### src/rtl/endec_ctrl.sv
// endec_ctrl: job sequencer for the encode/decode datapath; drives per-stage enables from one FSM.
// Optional watchdog abort is enabled by defining ENDEC_CTRL_WATCHDOG_EN.
module endec_ctrl #(
    parameter int FRAME_STEPS = 192,
    parameter int WDOG_LIMIT  = 255
) (
    input  logic       sys_clk,
    input  logic       rst,
    input  logic       en,
    input  logic       i_start,
    input  logic       i_mode_sel,
    input  logic       ood,
    input  logic       td_full,
    input  logic       td_empty,
    output logic       en_ce,
    output logic       en_s,
    output logic       en_bm,
    output logic       en_acs,
    output logic       en_td,
    output logic       en_t,
    output logic       o_ready,
    output logic       o_busy,
    output logic       o_done,
    output logic       o_err,
    output logic [7:0] o_step_cnt
);
    typedef enum logic [2:0] {IDLE, CFG, ENC, DEC, DRAIN, TRACE, DONE} state_t;
    localparam logic [7:0] FS = 8'(FRAME_STEPS);

    state_t     st_q, st_d;
    logic [7:0] cnt_q, cnt_d, cnt_inc;
    logic [2:0] sr_q, sr_d;
    logic       mode_q, mode_d, err_q, err_d, emp_q, emp_d;
    logic       run, pipe, issue, abort;

`ifdef ENDEC_CTRL_WATCHDOG_EN
    localparam logic [7:0] WL = 8'(WDOG_LIMIT);
    logic [7:0] wd_q, wd_d;
    logic       wd_cond;
    always_comb begin
        wd_cond = (st_q == TRACE && !td_empty) || ((st_q == DEC || st_q == DRAIN) && td_full);
        wd_d    = !en ? wd_q : (wd_cond ? wd_q + 8'd1 : '0);
        abort   = en && wd_cond && (wd_q + 8'd1 == WL);
    end
    always_ff @(posedge sys_clk) wd_q <= rst ? '0 : wd_d;
`else
    assign abort = 1'b0;
`endif

    always_comb begin
        run     = en && !rst;
        pipe    = st_q == DEC || st_q == DRAIN;
        issue   = st_q == DEC && cnt_q < FS && !ood && !td_full;
        cnt_inc = (cnt_q == 8'hff) ? cnt_q : cnt_q + 8'd1;
        // bit0/1/2 of the shift register feed branch metric, ACS and traceback write
        sr_d    = !en ? sr_q : (!pipe ? '0 : (td_full ? sr_q : {sr_q[1:0], issue}));
        emp_d   = en ? td_empty : emp_q;
        st_d    = st_q;
        cnt_d   = cnt_q;
        mode_d  = mode_q;
        err_d   = err_q;
        if (en) begin
            case (st_q)
                IDLE: if (i_start) begin
                    st_d   = CFG;
                    mode_d = i_mode_sel;
                    cnt_d  = '0;
                    err_d  = 1'b0;
                end
                CFG: st_d = mode_q ? DEC : ENC;
                ENC: begin
                    cnt_d = cnt_inc;
                    if (cnt_inc == FS) st_d = DONE;
                end
                DEC: begin
                    if (issue) cnt_d = cnt_inc;
                    if (cnt_q == FS || ood) st_d = DRAIN;
                end
                DRAIN: if (!td_full && sr_q[1:0] == 2'b00) st_d = TRACE;
                TRACE: if (emp_q) st_d = DONE;
                default: st_d = IDLE;
            endcase
            if (abort) begin
                st_d  = DONE;
                err_d = 1'b1;
            end
        end
    end

    always_ff @(posedge sys_clk) begin
        if (rst) begin
            st_q   <= IDLE;
            cnt_q  <= '0;
            sr_q   <= '0;
            mode_q <= 1'b0;
            err_q  <= 1'b0;
            emp_q  <= 1'b0;
        end else begin
            st_q   <= st_d;
            cnt_q  <= cnt_d;
            sr_q   <= sr_d;
            mode_q <= mode_d;
            err_q  <= err_d;
            emp_q  <= emp_d;
        end
    end

    assign en_ce      = run && (st_q == CFG || st_q == ENC);
    assign en_s       = run && issue;
    assign en_bm      = run && pipe && !td_full && sr_q[0];
    assign en_acs     = run && pipe && !td_full && sr_q[1];
    assign en_td      = run && pipe && !td_full && sr_q[2];
    assign en_t       = run && st_q == TRACE;
    assign o_ready    = rst || st_q == IDLE;
    assign o_busy     = !o_ready;
    assign o_done     = run && st_q == DONE;
    assign o_err      = err_q && !rst;
    assign o_step_cnt = cnt_q;
endmodule

### config.mk
export PLATFORM = sky130hd
export DESIGN_NAME = endec_ctrl
export DESIGN_NICKNAME = d
export VERILOG_FILES = /design/src/rtl/endec_ctrl.sv
export SDC_FILE = /design/constraint.sdc
export NUM_CORES = 1
export LEC_CHECK = 0
export BUFFER_PORTS_ARGS = -buffer_cell sky130_fd_sc_hd__buf_2
export CORE_AREA = 2 2 67 69
export DETAILED_ROUTE_END_ITERATION = 8
export DIE_AREA = 0 0 69 71
export SYNTH_ARGS = -nofsm -noshare
export SYNTH_HDL_FRONTEND = slang
export SYNTH_SLANG_ARGS = --single-unit
### constraint.sdc
create_clock -name sys_clk -period 4.3 [get_ports sys_clk]
set_clock_uncertainty 0.05 [all_clocks]
set_input_delay 0.86 -clock sys_clk [delete_from_list [all_inputs] [get_ports sys_clk]]
set_output_delay 0.86 -clock sys_clk [all_outputs]
set_load 0.05 [all_outputs]
==> impl_metrics.py, run 1 <==
metrics = {
    "run_status": {
        "status": "finished clean",
    },
    "routing": {
        "drt_iter0_drc": 84,
        "drc": 0,
        "route.vias.total": 1178,
        "wirelength_um": 2990,
        "dr.pass1.iters": 4,
        "wl_per_cell_um": 13.7,
        "ant_nets": 0,
        "vias_per_cell": 5.40,
    },
    "cells_and_area": {
        "fillerInstances": 458,
        "post-route-util": 0.324,
        "syn2layout_area_growth_pct": 14.3,
        "final_cells": 218,
        "num_antenna_cells": 0,
        "fin_nets": 177,
        "layout-drive-gt1-share": 0.229,
        "stdcell_area_um2": 1360,
    },
    "clocking": {
        "ctsResizeCount": 0,
        "clk_pin_slew_ns": 0.07,
        "ctsHtreeMaxLevel": 1,
        "cts_root_buf": "clkbuf_8",
        "tritoncts": "built",
        "cts_setup_buffers": 0,
        "cts_sinks": 16,
        "clk_latency_ns": 0.26,
        "cts_inserted_buffers": 3,
        "hold_buffers": 0,
        "cts_buffer_depth": 2,
    },
    "placed_design": {
        "place_area_um2": 1310,
        "dp.cells": 214,
        "place_ws_ns": 1.26,
        "dpl.hpwl_um": 2150,
        "gp_congestion": 0.783,
        "placement.io_buffers": 24,
    },
    "critical_path": {
        "cp_data_required_time_ns": 3.39,
        "path_cells": "buf_2 > nand2b_1 > nor3_1 > and2_1 > buf_2",
        "crit_slowest_cell": "nor3_1",
        "cpMostUsedCell": "buf_2",
        "crit_type": "in -> out",
        "cp_max_fo": 21,
        "r2r_setup_slack_ns": 2.18,
        "start_kind": "input port",
        "crit_path_end_kind": "primary output",
        "crit_family": "simple AND/OR/NAND/NOR gates",
        "cp_slowest_stage_delay_ns": 0.33,
        "timing.critical_path.buf_inv": 2,
        "worstPathArrival_ns": 2.11,
    },
    "synthesis": {
        "yosysMostFrequentCell": "dfxtp_1",
        "muxShareOfSynthArea": 0.0263,
        "yosysTopAreaCell": "dfxtp_1",
        "syn_nets": 161,
        "synth_edf_count": 0,
        "syn_area_um2": 1190,
        "post_synth.cell_area_avg_um2": 7.89,
        "synth_compound_gate_area_share": 0.273,
        "async_flop_share": 0,
        "synthAdderAreaFrac": 0.0210,
        "ys_top_cells_by_area": "dfxtp_1, nor2_1, a21oi_1",
        "synthFlopType": "dfxtp_1",
        "yosys.area_share.simple": 0.298,
        "yosysSeqAreaShare": 0.269,
        "synth.yosys.warnings": 0,
        "syn_inst": 151,
        "synth_cell_type_count": 52,
        "synth_xor_xnor_area_share": 0.0221,
        "ys_top_cells_by_count": "dfxtp_1, nor2_1, a21oi_1, nand2_1, o21ai_0",
        "ys_ff_latch": 16,
        "synth_top_family_by_area": "simple AND/OR/NAND/NOR gates",
        "yosys.area.top_type_share": 0.269,
    },
    "min_path": {
        "hold_path.class": "reg -> reg",
    },
    "power": {
        "report.power.total_mw": 0.367,
        "ir_worst_vdd_mv": 0.0893,
        "p_leak_nw": 0.498,
        "powerDensity_nw_per_um2": 269,
    },
    "die": {
        "core_area_um2": 4200,
        "die_h_um": 71,
        "num_rows": 24,
        "die_area_um2": 4900,
        "ioPinCount": 26,
        "start_util": 0.283,
        "die_x_um": 69,
    },
    "job": {
        "cap_violations": 0,
    },
    "timing": {
        "rsz0062_at_grt": "false",
        "finalSetupTns_ns": 0,
        "tightestPinTransition_ns": 0.571,
        "finalHoldViolations": 0,
        "period_share": 0.702,
        "period_needed_ns": 3.02,
        "timing.fmax_mhz": 331,
        "setup_viol": 0,
        "slew_viol_final": 0,
        "holdWs_ns": 0.452,
        "relSlewSlack": 0.619,
        "final.setup.worst_slack_ns": 1.28,
    },
    "grt": {
        "grt_max_degree": 22,
        "gr-usage-all-layers": 0.125,
        "antenna_found_initial": 0,
        "grt_pass1_vias": 1031,
        "grt_pass1_wl_um": 5060,
        "grt.overflow.total": 0,
    },
}
kinds of logic (layout without fill, tap and decap cells):
kind of cell,after synthesis,after routing
other,1,1
xor gates and xnor gates,3,3
muxes,3,3
DFF,16,16
and+or+nand+nor,61,61
buffers and inverters,21,36
AOI/OAI and AO/OA,44,44
adders and majority gates,2,2
metal layers:
metal	up-vias	global-route usage	share of wire	routed length, µm
met3	5	0.0142	0.039	117
met4	0	0.0566	0.020	60
met1	559	0.167	0.45	1350
met2	26	0.204	0.49	1470
li1	588	-	-	-
met5	-	0	0	0
report_power, final:
| group | internal, mW | switching, mW | total (mW) |
|---|---|---|---|
| sequential | 0.152 | 0.0109 | 0.163 |
| combinational | 0.0232 | 0.0418 | 0.0649 |
| clock | 0.0815 | 0.0579 | 0.139 |
layout make-up:
cell class,instances,area [µm²],area share
Timing Repair Buffer,25,128,0.0937
Sequential cell,16,320,0.235
Clock buffer,4,55.1,0.0404
Inverter,7,26.3,0.0193
Tap cell,52,65.1,0.0478
Multi-Input combinational cell,114,767,0.563
path summary, 6_finish.rpt:
kind	startpoint	endpoint	cells past startpoint
setup reg to reg	o_step_cnt[0]	st_q[0]	6
setup / recovery	rst	en_td	5
hold / removal	mode_q	mode_q	2
hold reg to reg	mode_q	mode_q	2
worst register-to-register path, cell delays in order (launching register included):
cell and delay [ns]:
dfxtp_1 0.51, ha_1 0.48, nor3b_1 0.10, a32oi_1 0.21
o2111ai_1 0.13, nand3_1 0.19, mux2_2 0.34
registers in the layout (all words and copies together) (netlist names):
register / cells
sr_q: 3
emp_q: 1
mode_q: 1
st_q: 3
o_step_cnt: 8
cell usage in the layout, fill, tap and decap left out, types with 2 or more instances in the layout:
cell / count
a32oi_1: 3
a21oi_1: 8
nand2_1: 8
o41ai_1: 2
nor2b_1: 2
dfxtp_1: 16
xnor2_1: 3
nand4_1: 4
clkbuf_8: 4
mux2i_1: 2
a41oi_1: 2
and4_1: 2
buf_2: 24
a31oi_1: 3
nor2_1: 14
o21ai_0: 8
a21o_1: 2
nand4b_1: 2
inv_1: 7
ha_1: 2
nor4b_1: 2
nor3b_1: 2
a211oi_1: 3
nor3_1: 7
nand3_1: 6
and2_1: 4
Note: power is estimated with default switching activity, not from simulation.
==> inputs of run 2 (changes only) <==
Settings changed: ABC_AREA set to 1, CORE_AREA 2 2 67 69 to 2 2 65 67, DIE_AREA 0 0 69 71 to 0 0 67 69.
Clock period 4.3 ns to 2.8 ns, I/O delays scaled along.
==> run 2 against run 1 <==
Critical path depth rose by 2. Sequential share of layout area up 0.46 points. Non-clock buffer count is 1 lower. Largest cell class unchanged.
==> impl_metrics.py, run 2 <==
metrics = {
    "clocking": {
        "ctsHtreeMaxLevel": 1,
        "cts_sinks": 16,
        "hold_buffers": 0,
        "cts_buffer_depth": 2,
        "ctsResizeCount": 0,
        "clk_pin_slew_ns": 0.06,
        "cts_setup_buffers": 0,
        "clk_latency_ns": 0.24,
        "cts_inserted_buffers": 3,
        "tritoncts": "built",
        "cts_root_buf": "clkbuf_8",
    },
    "timing": {
        "finalSetupTns_ns": 0,
        "timing.fmax_mhz": 440,
        "slew_viol_final": 0,
        "setup_viol": 0,
        "rsz0062_at_grt": "false",
        "period_share": 0.812,
        "holdWs_ns": 0.396,
        "period_needed_ns": 2.27,
        "finalHoldViolations": 0,
    },
    "cells_and_area": {
        "mostFrequentLayoutCells": "nand2_1, inv_1, nor2_1",
        "largest_register_ffs": 8,
        "layout_commonest_cell": "nand2_1",
        "num_antenna_cells": 0,
        "syn2layout_area_growth_pct": 18.4,
        "layout-drive-gt1-share": 0.157,
        "fin_nets": 228,
    },
    "synthesis": {
        "syn_area_um2": 1130,
        "synth_xor_xnor_area_share": 0.00777,
        "ys_ff_latch": 16,
        "synth_cell_type_count": 23,
        "yosysTopAreaCell": "dfxtp_1",
        "async_flop_share": 0,
        "yosysMostFrequentCell": "nand2_1",
        "synth_compound_gate_area_share": 0.120,
        "synth.yosys.warnings": 0,
        "ys_top_cells_by_area": "dfxtp_1, nand2_1, inv_1",
        "ys_top_cells_by_count": "nand2_1, inv_1, nor2_1",
        "synth_top_family_by_area": "simple AND/OR/NAND/NOR gates",
        "synth_edf_count": 0,
        "yosys.area.top_type_share": 0.284,
        "syn_nets": 202,
        "synthFlopType": "dfxtp_1",
        "yosys.area_share.simple": 0.432,
        "synthAdderAreaFrac": 0.0222,
        "muxShareOfSynthArea": 0,
        "syn_inst": 192,
        "post_synth.cell_area_avg_um2": 5.87,
        "yosysSeqAreaShare": 0.284,
    },
    "grt": {
        "grt_pass1_wl_um": 4520,
        "gr-usage-all-layers": 0.122,
        "grt_max_degree": 15,
        "antenna_found_initial": 0,
        "grt_pass1_vias": 1032,
        "grt.overflow.total": 0,
    },
    "critical_path": {
        "r2r-end": "st_q[0]",
        "worst_r2r_startpoint": "o_step_cnt[0]",
        "crit_path_end_kind": "primary output",
        "cp_slowest_stage_delay_ns": 0.42,
        "crit_type": "reg -> out",
        "cp_data_required_time_ns": 2.19,
        "path_cells": "inv_2 > nor3_4 > nor2_1 > inv_1 > nand3_1 > nor2_1 > buf_2",
        "r2r_cells": 13,
        "r2r_setup_slack_ns": 0.92,
        "cpMostUsedCell": "nor2_1",
        "worstPathArrival_ns": 1.66,
        "cp_max_fo": 6,
        "start_kind": "flip-flop",
        "crit_slowest_cell": "dfxtp_1",
    },
    "min_path": {
        "min_delay_worst_endpoint": "mode_q",
        "hold_path.class": "reg -> reg",
        "worstHoldPathCells": 2,
        "hold_start": "mode_q",
    },
    "die": {
        "ioPinCount": 26,
        "start_util": 0.288,
        "die_x_um": 67,
        "num_rows": 23,
        "die_h_um": 69,
        "core_area_um2": 3910,
        "die_area_um2": 4620,
    },
    "routing": {
        "ant_nets": 0,
        "wirelength_um": 2650,
        "dr.pass1.iters": 4,
        "vias_per_cell": 4.52,
        "drc": 0,
        "drt_iter0_drc": 101,
        "wl_per_cell_um": 9.97,
        "route.vias.total": 1202,
    },
    "placed_design": {
        "placement.io_buffers": 24,
        "gp_congestion": 0.843,
        "dpl.hpwl_um": 2120,
    },
    "power": {
        "p_leak_nw": 0.661,
        "powerDensity_nw_per_um2": 448,
        "ir_worst_vdd_mv": 0.225,
    },
    "run_status": {
        "status": "finished clean",
    },
    "job": {
        "cap_violations": 0,
    },
}
## run 2: kinds of logic (layout without fill, tap and decap cells)
family | Yosys count | after routing
xor+xnor | 1 | 1
compound gates | 26 | 26
buf+inv | 38 | 62
other cells | 1 | 1
simple gates | 108 | 108
flops | 16 | 16
fa+ha+maj | 2 | 2
## run 2: worst max-delay path, delay by kind of cell, from the launching register on
| family | cells | cell delay (ns) |
|---|---|---|
| DFF | 1 | 0.42 |
| and+or+nand+nor | 4 | 0.52 |
| buffers and inverters | 3 | 0.47 |
## run 2: how the worst max path moves through the flow
stage | start | to | slack, ns | depth (start not counted)
3_5_place_dp | rst | en_td | 0.70 | 5
2_1_floorplan | en | en_t | 0.31 | 4
3_3_place_gp | rst | en_td | 0.72 | 5
6_report | st_q[1] | en_td | 0.53 | 7
4_1_cts | st_q[1] | en_acs | 0.52 | 7
5_1_grt | st_q[1] | en_bm | 0.34 | 7
## run 2: per-stage QoR
step                       util  cells  setup WS, ns  power, mW  cell area (µm²)
after CTS                 0.341    266         0.518      0.603             1340
after global placement    0.331    263         0.717      0.435             1290
after floorplan               -    192         0.312      0.399             1130
after detailed placement  0.331    263         0.704      0.434             1290
after global routing      0.341    266         0.341      0.636             1340
final                     0.341    266         0.527      0.599             1340
## run 2: report_power, final
group | leakage (nW) | switching (mW) | internal (mW) | total [mW]
logic | 0.509 | 0.126 | 0.0481 | 0.174
registers | 0.130 | 0.0134 | 0.241 | 0.255
clock network | 0.0216 | 0.0744 | 0.0952 | 0.170
total | 0.661 | 0.214 | 0.384 | 0.599
## run 2: routing by layer
| layer | track usage | up-vias | wire, µm |
|---|---|---|---|
| met4 | 0.0476 | 0 | 27 |
| met3 | 0.0147 | 2 | 131 |
| met2 | 0.187 | 33 | 1150 |
| met1 | 0.171 | 521 | 1340 |
| met5 | 0 | - | 0 |
| li1 | - | 646 | - |
## run 2: area by class of cell
type	instances	area, µm²
flip-flops and latches	16	320
well taps	50	62.6
multi-input cells	138	659
inverters	35	131
fillers	452	2580
repair buffers	24	120
clock buffers	3	41.3
==> inputs of run 3 (changes only) <==
Clock period 2.8 ns to 2.3 ns, I/O delays scaled along.
==> run 3 against run 2 <==
Clock power increased by 44%. Global-route usage shrank 0.095 points. Worst setup slack got worse by 0.36 ns. Critical path type unchanged. Critical endpoint is now en_acs.
==> impl_metrics.py, run 3 (synthesis gave the netlist of run 2 again) <==
metrics = {
    "critical_path": {
        "cp_max_fo": 4,
        "crit_path_end_kind": "primary output",
        "worstPathArrival_ns": 1.63,
        "cp_data_required_time_ns": 1.79,
        "r2r_setup_slack_ns": 0.40,
        "start_kind": "flip-flop",
        "crit_type": "reg -> out",
    },
    "die": {
        "die_h_um": 69,
        "die_area_um2": 4620,
        "num_rows": 23,
        "core_area_um2": 3910,
        "die_x_um": 67,
        "start_util": 0.288,
        "ioPinCount": 26,
    },
    "timing": {
        "slew_viol_final": 0,
        "setup_viol": 0,
        "timing.fmax_mhz": 468,
        "finalHoldViolations": 0,
        "period_share": 0.929,
        "period_needed_ns": 2.14,
    },
    "clocking": {
        "clk_latency_ns": 0.25,
        "hold_buffers": 0,
        "cts_sinks": 16,
        "ctsResizeCount": 0,
        "cts_inserted_buffers": 3,
        "cts_buffer_depth": 2,
        "ctsHtreeMaxLevel": 1,
        "cts_setup_buffers": 0,
        "cts_root_buf": "clkbuf_8",
        "clk_pin_slew_ns": 0.06,
        "tritoncts": "built",
    },
    "power": {
        "powerDensity_nw_per_um2": 567,
        "report.power.total_mw": 0.767,
        "p_leak_nw": 0.667,
        "ir_worst_vdd_mv": 0.389,
    },
    "min_path": {
        "hold_path.class": "in -> reg",
    },
    "placed_design": {
        "dpl.hpwl_um": 2090,
        "placement.io_buffers": 24,
        "dp.cells": 263,
        "place_area_um2": 1290,
        "gp_congestion": 0.802,
    },
    "cells_and_area": {
        "layout_commonest_cell": "nand2_1",
        "fin_nets": 228,
        "num_antenna_cells": 0,
        "layout-drive-gt1-share": 0.161,
        "largest_register_ffs": 8,
        "mostFrequentLayoutCells": "nand2_1, inv_1, nor2_1",
        "stdcell_area_um2": 1350,
        "final_cells": 267,
        "syn2layout_area_growth_pct": 19.9,
    },
    "routing": {
        "wirelength_um": 2670,
        "wl_per_cell_um": 9.99,
        "ant_nets": 0,
        "dr.pass1.iters": 4,
        "vias_per_cell": 4.49,
        "drc": 0,
        "route.vias.total": 1199,
        "drt_iter0_drc": 61,
    },
    "grt": {
        "grt_pass1_wl_um": 4450,
        "grt_pass1_vias": 1076,
        "grt.overflow.total": 0,
        "antenna_found_initial": 0,
        "gr-usage-all-layers": 0.121,
        "grt_max_degree": 15,
    },
    "run_status": {
        "status": "finished clean",
    },
    "job": {
        "cap_violations": 0,
    },
}
==> run 3: cell count changes in the layout (fill, tap and decap cells not counted), sizes merged <==
cell,delta
buf,-1
clkbuf,+2
==> run 3: report_power, final <==
part | internal [mW] | leakage, nW | switching (mW)
registers | 0.294 | 0.130 | 0.0165
logic | 0.0586 | 0.508 | 0.153
clock network | 0.152 | 0.0288 | 0.0929
==> run 3: final timing paths <==
check,cells after the start,end,from
min,3,emp_q,td_empty
max reg2reg,12,st_q[1],o_step_cnt[1]
max,7,en_acs,st_q[0]
min reg2reg,2,mode_q,mode_q
==> run 3: critical path: stages, from the launching register on <==
cell	delay [ns]
dfxtp_1	0.36
inv_1	0.10
nor3_4	0.23
nor2_1	0.07
inv_1	0.11
nand3_1	0.14
nor2_1	0.11
buf_2	0.27
==> run 3: cell type report <==
class	count	area, µm²
inverter	35	131
clock buffer	4	55.1
sequential	16	320
multi-input combinational	138	659
tap	50	62.6
fill	469	2560
timing repair buffer	24	123
==> run 3: metrics by stage <==
step                setup slack (ns)  hold slack (ns)   util  TNS [ns]
global placement               0.404            0.392  0.331         0
detailed placement             0.397            0.390  0.331         0
global route                -0.00323            0.411  0.345  -0.00323
CTS                            0.135            0.389  0.345         0
finish                         0.164            0.393  0.345         0
floorplan                     0.0123            0.373      -         0
==> run 3: metal layers <==
metal / GRT usage / share of wire / vias up
met5: 0 / 0 / -
met4: 0.0612 / 0.023 / 0
met3: 0.0114 / 0.051 / 4
met2: 0.189 / 0.45 / 31
met1: 0.162 / 0.48 / 516
li1: - / - / 648
